--- config.mk ---
export PLATFORM = sky130hd
export DESIGN_NAME = axi4_lite_bresp_monitor
export DESIGN_NICKNAME = d
export VERILOG_FILES = /design/src/rtl/axi4_lite_bresp_monitor.sv
export SDC_FILE = /design/constraint.sdc
export NUM_CORES = 1
export LEC_CHECK = 0
export ABC_CLOCK_PERIOD_IN_PS = 2870
export BUFFER_PORTS_ARGS = -buffer_cell sky130_fd_sc_hd__buf_2
export CELL_PAD_IN_SITES_DETAIL_PLACEMENT = 0
export CELL_PAD_IN_SITES_GLOBAL_PLACEMENT = 2
export CORE_ASPECT_RATIO = 2
export CORE_MARGIN = 10
export CORE_UTILIZATION = 37
export DETAILED_ROUTE_END_ITERATION = 7
export GPL_TIMING_DRIVEN = 0
export PLACE_DENSITY_LB_ADDON = 0.15
export SKIP_LAST_GASP = 1
export SYNTH_ARGS = -nofsm -noshare
export SYNTH_HDL_FRONTEND = slang
export SYNTH_SLANG_ARGS = --single-unit
--- constraint.sdc ---
create_clock -name ACLK -period 2.87 [get_ports ACLK]
set_input_delay 0.1435 -clock ACLK [delete_from_list [all_inputs] [get_ports ACLK]]
set_output_delay 0.1435 -clock ACLK [all_outputs]
set_load 0.01 [all_outputs]
--- src/rtl/axi4_lite_bresp_monitor.sv ---
// ----------------------------------------------------------------------------
// axi4_lite_bresp_monitor
// Passive AXI4-Lite write-response checker. Taps the AW, W and B handshakes,
// tracks outstanding writes and raises sticky protocol-error flags plus
// saturating OKAY / non-OKAY response statistics.
//
// Ports:
//   ACLK, ARESETN        clock, asynchronous active-low reset
//   AWVALID/AWREADY      write-address handshake tap
//   WVALID/WREADY        write-data handshake tap
//   BVALID/BREADY/BRESP  write-response handshake tap
//   clr_err              synchronous clear of error flags (set wins)
//   err_flags[4:0]       sticky: 0 BVALID_DROP, 1 BRESP_CHANGE,
//                        2 B_UNEXPECTED, 3 OVERFLOW, 4 TIMEOUT
//   irq                  registered OR of err_flags
//   aw_pending/w_pending outstanding AW / W handshakes
//   resp_ok_cnt/resp_err_cnt  saturating B handshake counters
// ----------------------------------------------------------------------------
module axi4_lite_bresp_monitor #(
   parameter int unsigned MAX_OUTSTANDING = 4,
   parameter int unsigned TIMEOUT_CYCLES  = 16,
   parameter int unsigned CNT_WIDTH       = 16,
   localparam int unsigned PW             = $clog2(MAX_OUTSTANDING + 1)
) (
   input  logic                 ACLK,
   input  logic                 ARESETN,
   input  logic                 AWVALID,
   input  logic                 AWREADY,
   input  logic                 WVALID,
   input  logic                 WREADY,
   input  logic                 BVALID,
   input  logic                 BREADY,
   input  logic [1:0]           BRESP,
   input  logic                 clr_err,
   output logic [4:0]           err_flags,
   output logic                 irq,
   output logic [PW-1:0]        aw_pending,
   output logic [PW-1:0]        w_pending,
   output logic [CNT_WIDTH-1:0] resp_ok_cnt,
   output logic [CNT_WIDTH-1:0] resp_err_cnt
);

   localparam int unsigned TW = $clog2(TIMEOUT_CYCLES + 1);

   localparam logic [PW-1:0] PEND_MAX = PW'(MAX_OUTSTANDING);
   localparam logic [TW-1:0] TMR_MAX  = TW'(TIMEOUT_CYCLES);
   localparam logic [TW-1:0] TMR_LAST = TW'(TIMEOUT_CYCLES - 1);

   logic aw_hs_c, w_hs_c, b_hs_c;

   logic [PW-1:0]        aw_pend_q, aw_pend_d;
   logic [PW-1:0]        w_pend_q,  w_pend_d;
   logic [TW-1:0]        tmr_q,     tmr_d;
   logic                 bvalid_q,  bready_q;
   logic [1:0]           bresp_q;
   logic [4:0]           flags_q,   flags_d;
   logic [4:0]           set_c;
   logic                 irq_q,     irq_d;
   logic [CNT_WIDTH-1:0] ok_q,      ok_d;
   logic [CNT_WIDTH-1:0] err_q,     err_d;
   logic                 both_pend_c;

   assign aw_hs_c     = AWVALID & AWREADY;
   assign w_hs_c      = WVALID  & WREADY;
   assign b_hs_c      = BVALID  & BREADY;
   assign both_pend_c = (aw_pend_q != '0) && (w_pend_q != '0);

   // Next-state logic for counts, timer, flags and statistics
   always_comb begin
      aw_pend_d = aw_pend_q;
      w_pend_d  = w_pend_q;
      tmr_d     = tmr_q;
      set_c     = '0;
      ok_d      = ok_q;
      err_d     = err_q;

      // Outstanding AW count: saturates at max, floors at zero
      if (aw_hs_c && !b_hs_c) begin
         if (aw_pend_q != PEND_MAX) aw_pend_d = aw_pend_q + PW'(1);
         else                       set_c[3]  = 1'b1;
      end else if (!aw_hs_c && b_hs_c && (aw_pend_q != '0)) begin
         aw_pend_d = aw_pend_q - PW'(1);
      end

      // Outstanding W count: same rules
      if (w_hs_c && !b_hs_c) begin
         if (w_pend_q != PEND_MAX) w_pend_d = w_pend_q + PW'(1);
         else                      set_c[3] = 1'b1;
      end else if (!w_hs_c && b_hs_c && (w_pend_q != '0)) begin
         w_pend_d = w_pend_q - PW'(1);
      end

      // B stability checks against the previous cycle's B channel
      set_c[0] = bvalid_q & ~bready_q & ~BVALID;
      set_c[1] = bvalid_q & ~bready_q & BVALID & (BRESP != bresp_q);
      set_c[2] = BVALID & ((aw_pend_q == '0) || (w_pend_q == '0));

      // Response timer holds at its limit so TIMEOUT fires once per stall
      if (b_hs_c || !both_pend_c) begin
         tmr_d = '0;
      end else if (tmr_q != TMR_MAX) begin
         tmr_d = tmr_q + TW'(1);
         if (tmr_q == TMR_LAST) set_c[4] = 1'b1;
      end

      // Saturating response statistics
      if (b_hs_c) begin
         if (BRESP == 2'b00) begin
            if (ok_q != '1) ok_d = ok_q + CNT_WIDTH'(1);
         end else begin
            if (err_q != '1) err_d = err_q + CNT_WIDTH'(1);
         end
      end

      // Sticky flags; a concurrent set overrides clr_err
      flags_d = (clr_err ? 5'b0 : flags_q) | set_c;
      irq_d   = |flags_q;
   end

   // State registers
   always_ff @(posedge ACLK or negedge ARESETN) begin
      if (!ARESETN) begin
         aw_pend_q <= '0;
         w_pend_q  <= '0;
         tmr_q     <= '0;
         bvalid_q  <= 1'b0;
         bready_q  <= 1'b0;
         bresp_q   <= 2'b00;
         flags_q   <= '0;
         irq_q     <= 1'b0;
         ok_q      <= '0;
         err_q     <= '0;
      end else begin
         aw_pend_q <= aw_pend_d;
         w_pend_q  <= w_pend_d;
         tmr_q     <= tmr_d;
         bvalid_q  <= BVALID;
         bready_q  <= BREADY;
         bresp_q   <= BRESP;
         flags_q   <= flags_d;
         irq_q     <= irq_d;
         ok_q      <= ok_d;
         err_q     <= err_d;
      end
   end

   assign err_flags    = flags_q;
   assign irq          = irq_q;
   assign aw_pending   = aw_pend_q;
   assign w_pending    = w_pend_q;
   assign resp_ok_cnt  = ok_q;
   assign resp_err_cnt = err_q;

endmodule

Word level (Yosys, flattened, before mapping)
Index checks and enable logic that the tools add are counted.

word-level totals
  flip-flop bits (word level) = 53
  input bits = 11
  output and inout bits = 44
  logic and storage cells = 80

cells by class
  add/subtract/negate cells = 7
  equal/unequal tests = 9
  multiplexer cells = 16
  bitwise operators = 12
  reduce and logical (&&, ||, !) cells = 26

operators by type and width
  cell                     count
  $add A16 B1 Y16 const B  2
  $ne A16 B16 Y1 const B   2
  $mux W3                  6
  $mux W5                  3
  $and A1 B1 Y1            8
  $logic_and A1 B1 Y1      7
  $mux W1                  7
  $add A3 B1 Y3 const B    2
  $logic_not A3 Y1         2
  $ne A3 B3 Y1 const B     2
  $reduce_and A3 Y1        2
  $reduce_bool A2 Y1       3
  $reduce_bool A3 Y1       2
  $sub A3 B1 Y3 const B    2
  $add A5 B1 Y5 const B    1
  $eq A5 B4 Y1 const B     1
  $ne A5 B5 Y1 const B     1
  $or A5 B5 Y5             1
  $reduce_or A5 Y1         1
  $logic_not A1 Y1         4
  $ne A2 B1 Y1 const B     2
  $reduce_and A2 Y1        2
  $not A1 Y1               3
  $logic_not A2 Y1         1
  2 further kinds          3

Longest topological paths before layout
Gate-level depths: netlist (run 1).

  word-level depth = 7
  mapped depth = 8
  mapped depth without buffers = 7

Least setup slack after synthesis (run 1)
Ideal clock, no wire load.

  path kind = register -> register
  start = reg ok_q[6] (netlist: resp_ok_cnt[6])
  end = reg ok_q[15] (netlist: resp_ok_cnt[15])
  setup time = 0.128 ns
  arrival = 1.560 ns
  required time = 2.742 ns
  path slack = 1.183 ns
  cell stages (with the launch flop) = 5
  buffers on the path = 0
  period minus slack after synthesis = 1.687 ns
  path through = dfrtp_1 nand4_2 or2_4 nor4_2 mux2_1

on the way
  word-level cells in the longest chain between the ends = 2
  elaborated cells on any way between the ends = 3

ends and longest elaborated chain
  element                                                                  RTL line  RTL
  start: declaration                                                       59        logic [CNT_WIDTH-1:0] ok_q, ok_d;
  start signal: assignment                                                 142       ok_q <= ok_d;
  parallel branches: the longest is 2 deep, another holds $add A16 B1 Y16  --

Several ways; the timed one is not identified.
A chain may end at the register's enable or synchronous reset.

Worst setup path in the final report (run 1)
  start = in BVALID
  end = reg w_pend_q[2] (netlist: w_pending[2])

on the way
  word-level cells in the longest chain between the ends = 5
  elaborated cells on any way between the ends = 9

ends and longest elaborated chain
  element                                                       RTL line  RTL
  start: declaration                                            31        input logic BVALID,
  $and A1 B1 Y1 (*)                                             65        assign b_hs_c = BVALID & BREADY;
  $logic_not A1 Y1 or $logic_and A1 B1 Y1 (tied branches)       86, 89
  $logic_and A1 B1 Y1 (on tied branches)                        86, 89
  $ne A2 B1 Y1 (no line) or $reduce_bool A2 Y1 (tied branches)  --
  $reduce_and A2 Y1 (no line)                                   --
  end signal: assignment                                        135       w_pend_q <= w_pend_d;
  end: declaration                                              52        logic [PW-1:0] w_pend_q, w_pend_d;

Every way passes the cells marked *; elsewhere a longest branch is shown, timed or not.

==> flow_metrics.tcl, run 1 <==
set metrics [dict create \
    status "finished clean" \
    drv_cap 0 \
    p_int_uw 1590 \
    drtIter0Drc 72 \
    multi_input_area_mm2 0.00136 \
    end_kind "register" \
    p_per_area_mw_per_mm2 734 \
    min_period_over_period 0.784 \
    final_antenna_net_count 0 \
    die-area_mm2 0.0115 \
    syn_area_mm2 0.00275 \
    synth_seq_cells 53 \
    die_y_um 142 \
    yosysUniqueCellTypes 50 \
    power_switching_uw 836 \
    setup_viol 0 \
    layout-drive-gt1-share 0.248 \
    cp.required_ns 3.09 \
    synthFlopType "dfrtp_1" \
    synthTopCellsByArea "dfrtp_1, xor2_1, xnor2_1" \
    hold_viol 0 \
    syn_avg_cell_area_um2 10.8 \
    start_util 0.378 \
    wl_met1_mm 2.60 \
    fillers 750 \
    max_slew_margin 0.222 \
    ys_seq_area_frac 0.483 \
    final_common_cell "buf_2" \
    top_layer "met4" \
    rows 44 \
    vdd_ir_drop_max_uv 425 \
    gp_congestion 0.749 \
    antenna_found_initial 0 \
    mostFrequentLayoutCells "buf_2, dfrtp_1, xor2_1, nand2_1, nor2_1" \
    vias_per_cell 5.15 \
    synth_compound_area_frac 0.0924 \
    grt_pass1_wl_mm 11.0 \
    wirelength_mm 6.48 \
    tightestPinTransition_ns 1.17 \
    slowest_delay_ns 0.54 \
    final_nets 335 \
    synthAdderAreaFrac 0.0373 \
    fin_area_mm2 0.00331 \
    grt_pass1_vias 2254 \
    min_period_ns 2.25 \
    core_mm2 0.00727 \
    sequentialPowerShare 0.463 \
    clock_path_buffers 2 \
    synth_top_family_by_area "simple AND/OR/NAND/NOR gates" \
    rsz0062_at_grt "no" \
    max_freq_mhz 445 \
    ctsHoldBuffers 1 \
    slew_violations 0 \
    setup_tns_ns 0 \
    synthXorXnorAreaFrac 0.112 \
    yosys.area_share.simple 0.236 \
    cts-resized-gates 0 \
    cpMostUsedCell "buf_2" \
    yosys.area.top_type "dfrtp_1" \
    hp-class "input port to register" \
    wl_met3_um 317 \
    syn_nets 273 \
    netlist_instances 255 \
    h-tree-depth 2 \
    pwr-share-comb 0.255 \
    seq_area_mm2 0.00133 \
    arrival_ns 2.47 \
    dr_wl_met2_mm 3.45 \
    drc 0 \
    grt-ovfl-total 0 \
    wl_per_cell_um 15.8 \
    vias 2112 \
    cts_setup_buffers 0 \
    synth.top_cell.area_share 0.483 \
    worst_setup_path_start_kind "input port" \
    swShare 0.344 \
    synth-edff-count 0 \
    track_usage 0.119 \
    yosys_warnings 0 \
    finalClockSkew_ns 0.00522 \
    cts_tree "yes" \
    firstDrtPassIters 4 \
    worstSetupPathType "input port to register" \
    antenna-diode-count 0 \
    async_flop_share 1.00 \
    io_pins 55 \
    crit_path_top_delay_cell "dlygate4sd3_1" \
    clk_latency_ns 0.29 \
    clkTransAtPathRegs_ns 0.06 \
    dieWidth_um 80.9 \
    cts_buffers 5 \
    p_leak_uw 0.00157 \
    dp_hpwl_mm 4.95 \
    synthMuxAreaShare 0.0159 \
    path_cells "dlygate4sd3_1 > buf_2 > buf_2 > nand2_1 > buf_2 > nand2_1 > fa_1 > nor4_1 > a311oi_1 > a21oi_1" \
    worst-path-max-fanout 10 \
    areaGrowthSynthToFinish_pct 20.5 \
    p_clk_frac 0.282 \
    portBuffers 54 \
    grt_max_degree 54 \
    place_area_mm2 0.00313 \
    cts_sinks 53 \
    clock-root-buffer "clkbuf_16" \
]
## registers in the layout (all words and copies together), names as in the netlist
name and count:
err_flags 5, tmr_q 5, resp_ok_cnt 16, resp_err_cnt 16, bresp_q 2, w_pending 3, aw_pending 3, bvalid_q 1
bready_q 1, irq 1
## power by group through the flow
stage               Sequential [uW]  Clock [uW]  Combinational, uW
floorplan                      1150           0                333
global placement               1140           0                631
detailed placement             1140           0                636
CTS                            1130         712                639
global route                   1160         739                712
finish                         1120         686                620
## area by class of cell
cell class                 instances  area share
sequential                        53       0.401
inverter                          14      0.0159
clock inverter                     2      0.0117
clock buffer                       6      0.0389
timing repair buffer              55      0.0847
tap                               92      0.0348
buffer                             3     0.00416
multi-input combinational        185       0.409
## logic make-up (layout without fill, tap and decap cells)
kind of cell / count (synthesis) / after routing
compound gates: 40 / 40
xor+xnor: 35 / 35
fa+ha+maj: 7 / 7
buf+inv: 17 / 80
flops: 53 / 53
mux: 4 / 4
simple gates: 99 / 99
## cells in the mapped netlist, types with 2 or more instances
cell / instances
ha_1: 5
a31oi_1: 3
o21a_1: 3
nor3_1: 9
nand2_1: 18
inv_1: 14
mux2_1: 3
and4bb_1: 2
nand3_1: 12
o211ai_1: 3
o32ai_1: 2
and4_1: 2
nor4_1: 3
nor4_2: 4
dfrtp_1: 53
a21oi_1: 11
nor3_2: 2
fa_1: 2
o21ai_0: 9
nand4_1: 7
xnor2_1: 14
nand4_2: 3
nor2_1: 17
buf_2: 2
xor2_1: 21
nor4b_2: 2
and3_1: 6
## final timing paths
check | from | end | slack, ns | depth (start not counted)
setup reg to reg | resp_ok_cnt[6] | resp_ok_cnt[15] | 1.11 | 4
min in group asynchronous | ARESETN | tmr_q[2] | 0.08 | 1
hold reg to reg | bready_q | err_flags[0] | 0.46 | 1
hold / removal | BRESP[1] | bresp_q[1] | 0.04 | 1
max in group asynchronous | ARESETN | resp_err_cnt[1] | 2.07 | 1
setup / recovery | BVALID | w_pending[2] | 0.62 | 10
## worst max-delay path: cells and delay by family
family	cells	cell delay (ns)
AND/OR/NAND/NOR	3	0.58
adder cells (fa/ha/maj)	1	0.43
AO/OA/AOI/OAI	2	0.20
buffers and inverters	4	1.12
## through the flow
step	setup slack [ns]	utilization	hold WS, ns	instances	total power (uW)
3_3_place_gp	0.855	0.431	0.281	401	1770
6_report	0.621	0.456	0.0411	410	2430
4_1_cts	0.601	0.456	0.0338	410	2480
3_5_place_dp	0.853	0.431	0.270	401	1780
5_1_grt	0.435	0.456	0.0387	410	2620
2_1_floorplan	1.18	-	-0.152	255	1480
## per-layer routing
layer  track usage  vias to the layer above
li1              -                     1040
met2         0.212                       39
met5             0                        -
met1         0.129                     1026
met3        0.0310                        7
met4        0.0440                        0
Note: power is estimated with default switching activity, not from simulation.
==> run 2: changes to the inputs <==
ABC_CLOCK_PERIOD_IN_PS = 2300   (was 2870)
CORE_UTILIZATION = 35   (was 37)
clock period = 2.3 ns   (was 2.87 ns; I/O delays follow)
==> run 2 against run 1 <==
Effect of this change: power increased by 31%; routed wire length is 9.8% higher; flip-flop and latch count stayed put; via count grew 0.85%; final cell count up 1.5%; count of clock-buffer cells in the layout shrank 1; highest routed layer unchanged; first-iteration DRC count rose by 63%; core utilization fell by 0.75 points; final area increased by 2.9%.
==> flow_metrics.tcl, run 2 (synthesis gave the netlist of run 1 again) <==
set metrics [dict create \
    status "finished clean" \
    io_pins 55 \
    top_layer "met4" \
    clock-root-buffer "clkbuf_16" \
    p_leak_uw 0.00161 \
    firstDrtPassIters 4 \
    dp_hpwl_mm 5.35 \
    final_antenna_net_count 0 \
    worstRegToRegCells 4 \
    track_usage 0.123 \
    grt-ovfl-total 0 \
    totalPowerFinal_uw 3180 \
    portBuffers 54 \
    gp_congestion 0.749 \
    clk_latency_ns 0.30 \
    finalClockSkew_ns 0.00839 \
    start_util 0.361 \
    pre_cts_ws_ns 0.279 \
    worst_slack_ns 0.199 \
    drtIter0Drc 117 \
    r2r_slack_ns 0.47 \
    p_int_uw 2110 \
    cpMostUsedCell "buf_2" \
    dr_wl_met2_mm 3.90 \
    power_switching_uw 1080 \
    slew_violations 0 \
    min_period_ns 2.10 \
    antenna-diode-count 0 \
    wl_met1_mm 2.70 \
    core_mm2 0.00760 \
    drv_cap 0 \
    final_nets 339 \
    worst-path-max-fanout 10 \
    h-tree-depth 2 \
    hp-start "BREADY" \
    dieWidth_um 82.7 \
    cts_tree "yes" \
    clkTransAtPathRegs_ns 0.07 \
    antenna_found_initial 0 \
    mostFrequentLayoutCells "buf_2, dfrtp_1, xor2_1, nand2_1, nor2_1" \
    die-area_mm2 0.0120 \
    sequentialPowerShare 0.439 \
    wl_per_cell_um 17.1 \
    vias_per_cell 5.12 \
    wirelength_mm 7.11 \
    rows 45 \
    tightestPinTransition_ns 0.811 \
    p_per_area_mw_per_mm2 935 \
    min_period_over_period 0.914 \
    slowest_delay_ns 0.53 \
    fin_area_mm2 0.00341 \
    worst_setup_path_start_kind "input port" \
    grt_max_degree 54 \
    rsz0062_at_grt "no" \
    p_clk_frac 0.313 \
    place_area_mm2 0.00314 \
    max_freq_mhz 476 \
    hp-class "input port to register" \
    swShare 0.338 \
    clock_path_buffers 2 \
    r2r-end "resp_ok_cnt[7]" \
    setup_tns_ns 0 \
    final_common_cell "buf_2" \
    end_kind "register" \
    reg2reg_from "resp_ok_cnt[6]" \
    wl_met3_um 396 \
    grt_pass1_wl_mm 11.6 \
    crit_path_top_delay_cell "dlygate4sd3_1" \
    die_y_um 145 \
    cts_buffers 5 \
    areaGrowthSynthToFinish_pct 24.0 \
    max_slew_margin 0.459 \
    vdd_ir_drop_max_uv 439 \
    drc 0 \
    cts_sinks 53 \
    vias 2130 \
    pwr-share-comb 0.248 \
    fillers 790 \
    min_to "bready_q" \
    path_cells "dlygate4sd3_1 > buf_2 > buf_2 > nand2_2 > buf_6 > nand2_1 > fa_1 > nor4_1 > a311oi_1 > a21oi_1" \
    setup_viol 0 \
    hold_viol 0 \
    grt_pass1_vias 2232 \
    layout-drive-gt1-share 0.255 \
    worstSetupPathType "input port to register" \
    arrival_ns 2.33 \
    cp.required_ns 2.53 \
    whs_path_depth 1 \
    postLayoutCoreUtil 0.448 \
]
[run 2: cell types whose count changed in the layout (fill, tap and decap cells not counted), sizes merged]
cell,before,now
dlygate4sd3,1,4
buf,56,57
bufinv,1,2
clkbuf,7,6
clkinv,1,0
inv,14,15
[run 2: power by group through the flow]
stage                     Clock [uW]  Sequential, uW  Combinational [uW]
after global placement             0            1420                 794
after CTS                       1030            1400                 811
after global routing            1060            1450                 914
final                            997            1400                 789
after detailed placement           0            1420                 805
after floorplan                    0            1430                 415
[run 2: final cells by class]
cell class	instances	area, um^2	area share
Multi-Input combinational cell	185	1360	0.399
Sequential cell	53	1330	0.389
Timing Repair Buffer	59	338	0.0992
Clock buffer	5	125	0.0367
Tap cell	94	118	0.0345
Clock inverter	3	68.8	0.0202
Inverter	14	52.6	0.0154
Buffer	3	20.0	0.00588
[run 2: how the worst max path moves through the flow]
stage | startpoint | to | slack [ns] | depth (start not counted)
after floorplan | resp_ok_cnt[6] | resp_ok_cnt[15] | 0.61 | 4
after global placement | BVALID | w_pending[2] | 0.28 | 9
after detailed placement | BVALID | w_pending[2] | 0.28 | 9
after CTS | BVALID | w_pending[2] | 0.02 | 10
after global routing | BVALID | aw_pending[2] | 0.06 | 9
final | BVALID | w_pending[2] | 0.20 | 10
[run 2: metal layers]
layer / vias to the layer above / track usage
met5: - / 0
met1: 1030 / 0.134
met4: 0 / 0.0455
met3: 6 / 0.0284
li1: 1050 / -
met2: 44 / 0.217
[run 2: what timing repair did]
action	CTS	global route
gates resized for setup	0	4
hold buffers	3	1
endpoints found under the hold margin	3	31
endpoints found under the setup margin	0	1
setup buffers	0	0
[run 2: worst max-delay path, delay by kind of cell]
kind	cells	cell delay (ns)
AOI/OAI and AO/OA	2	0.21
buffers and inverters	4	1.00
and+or+nand+nor	3	0.55
adders and majority gates	1	0.44
[run 2: through the flow]
step	hold WS, ns	std cells
finish	0.0247	416
global route	0.0176	416
CTS	0.00398	414
detailed placement	0.262	403
global placement	0.263	403
floorplan	-0.181	255
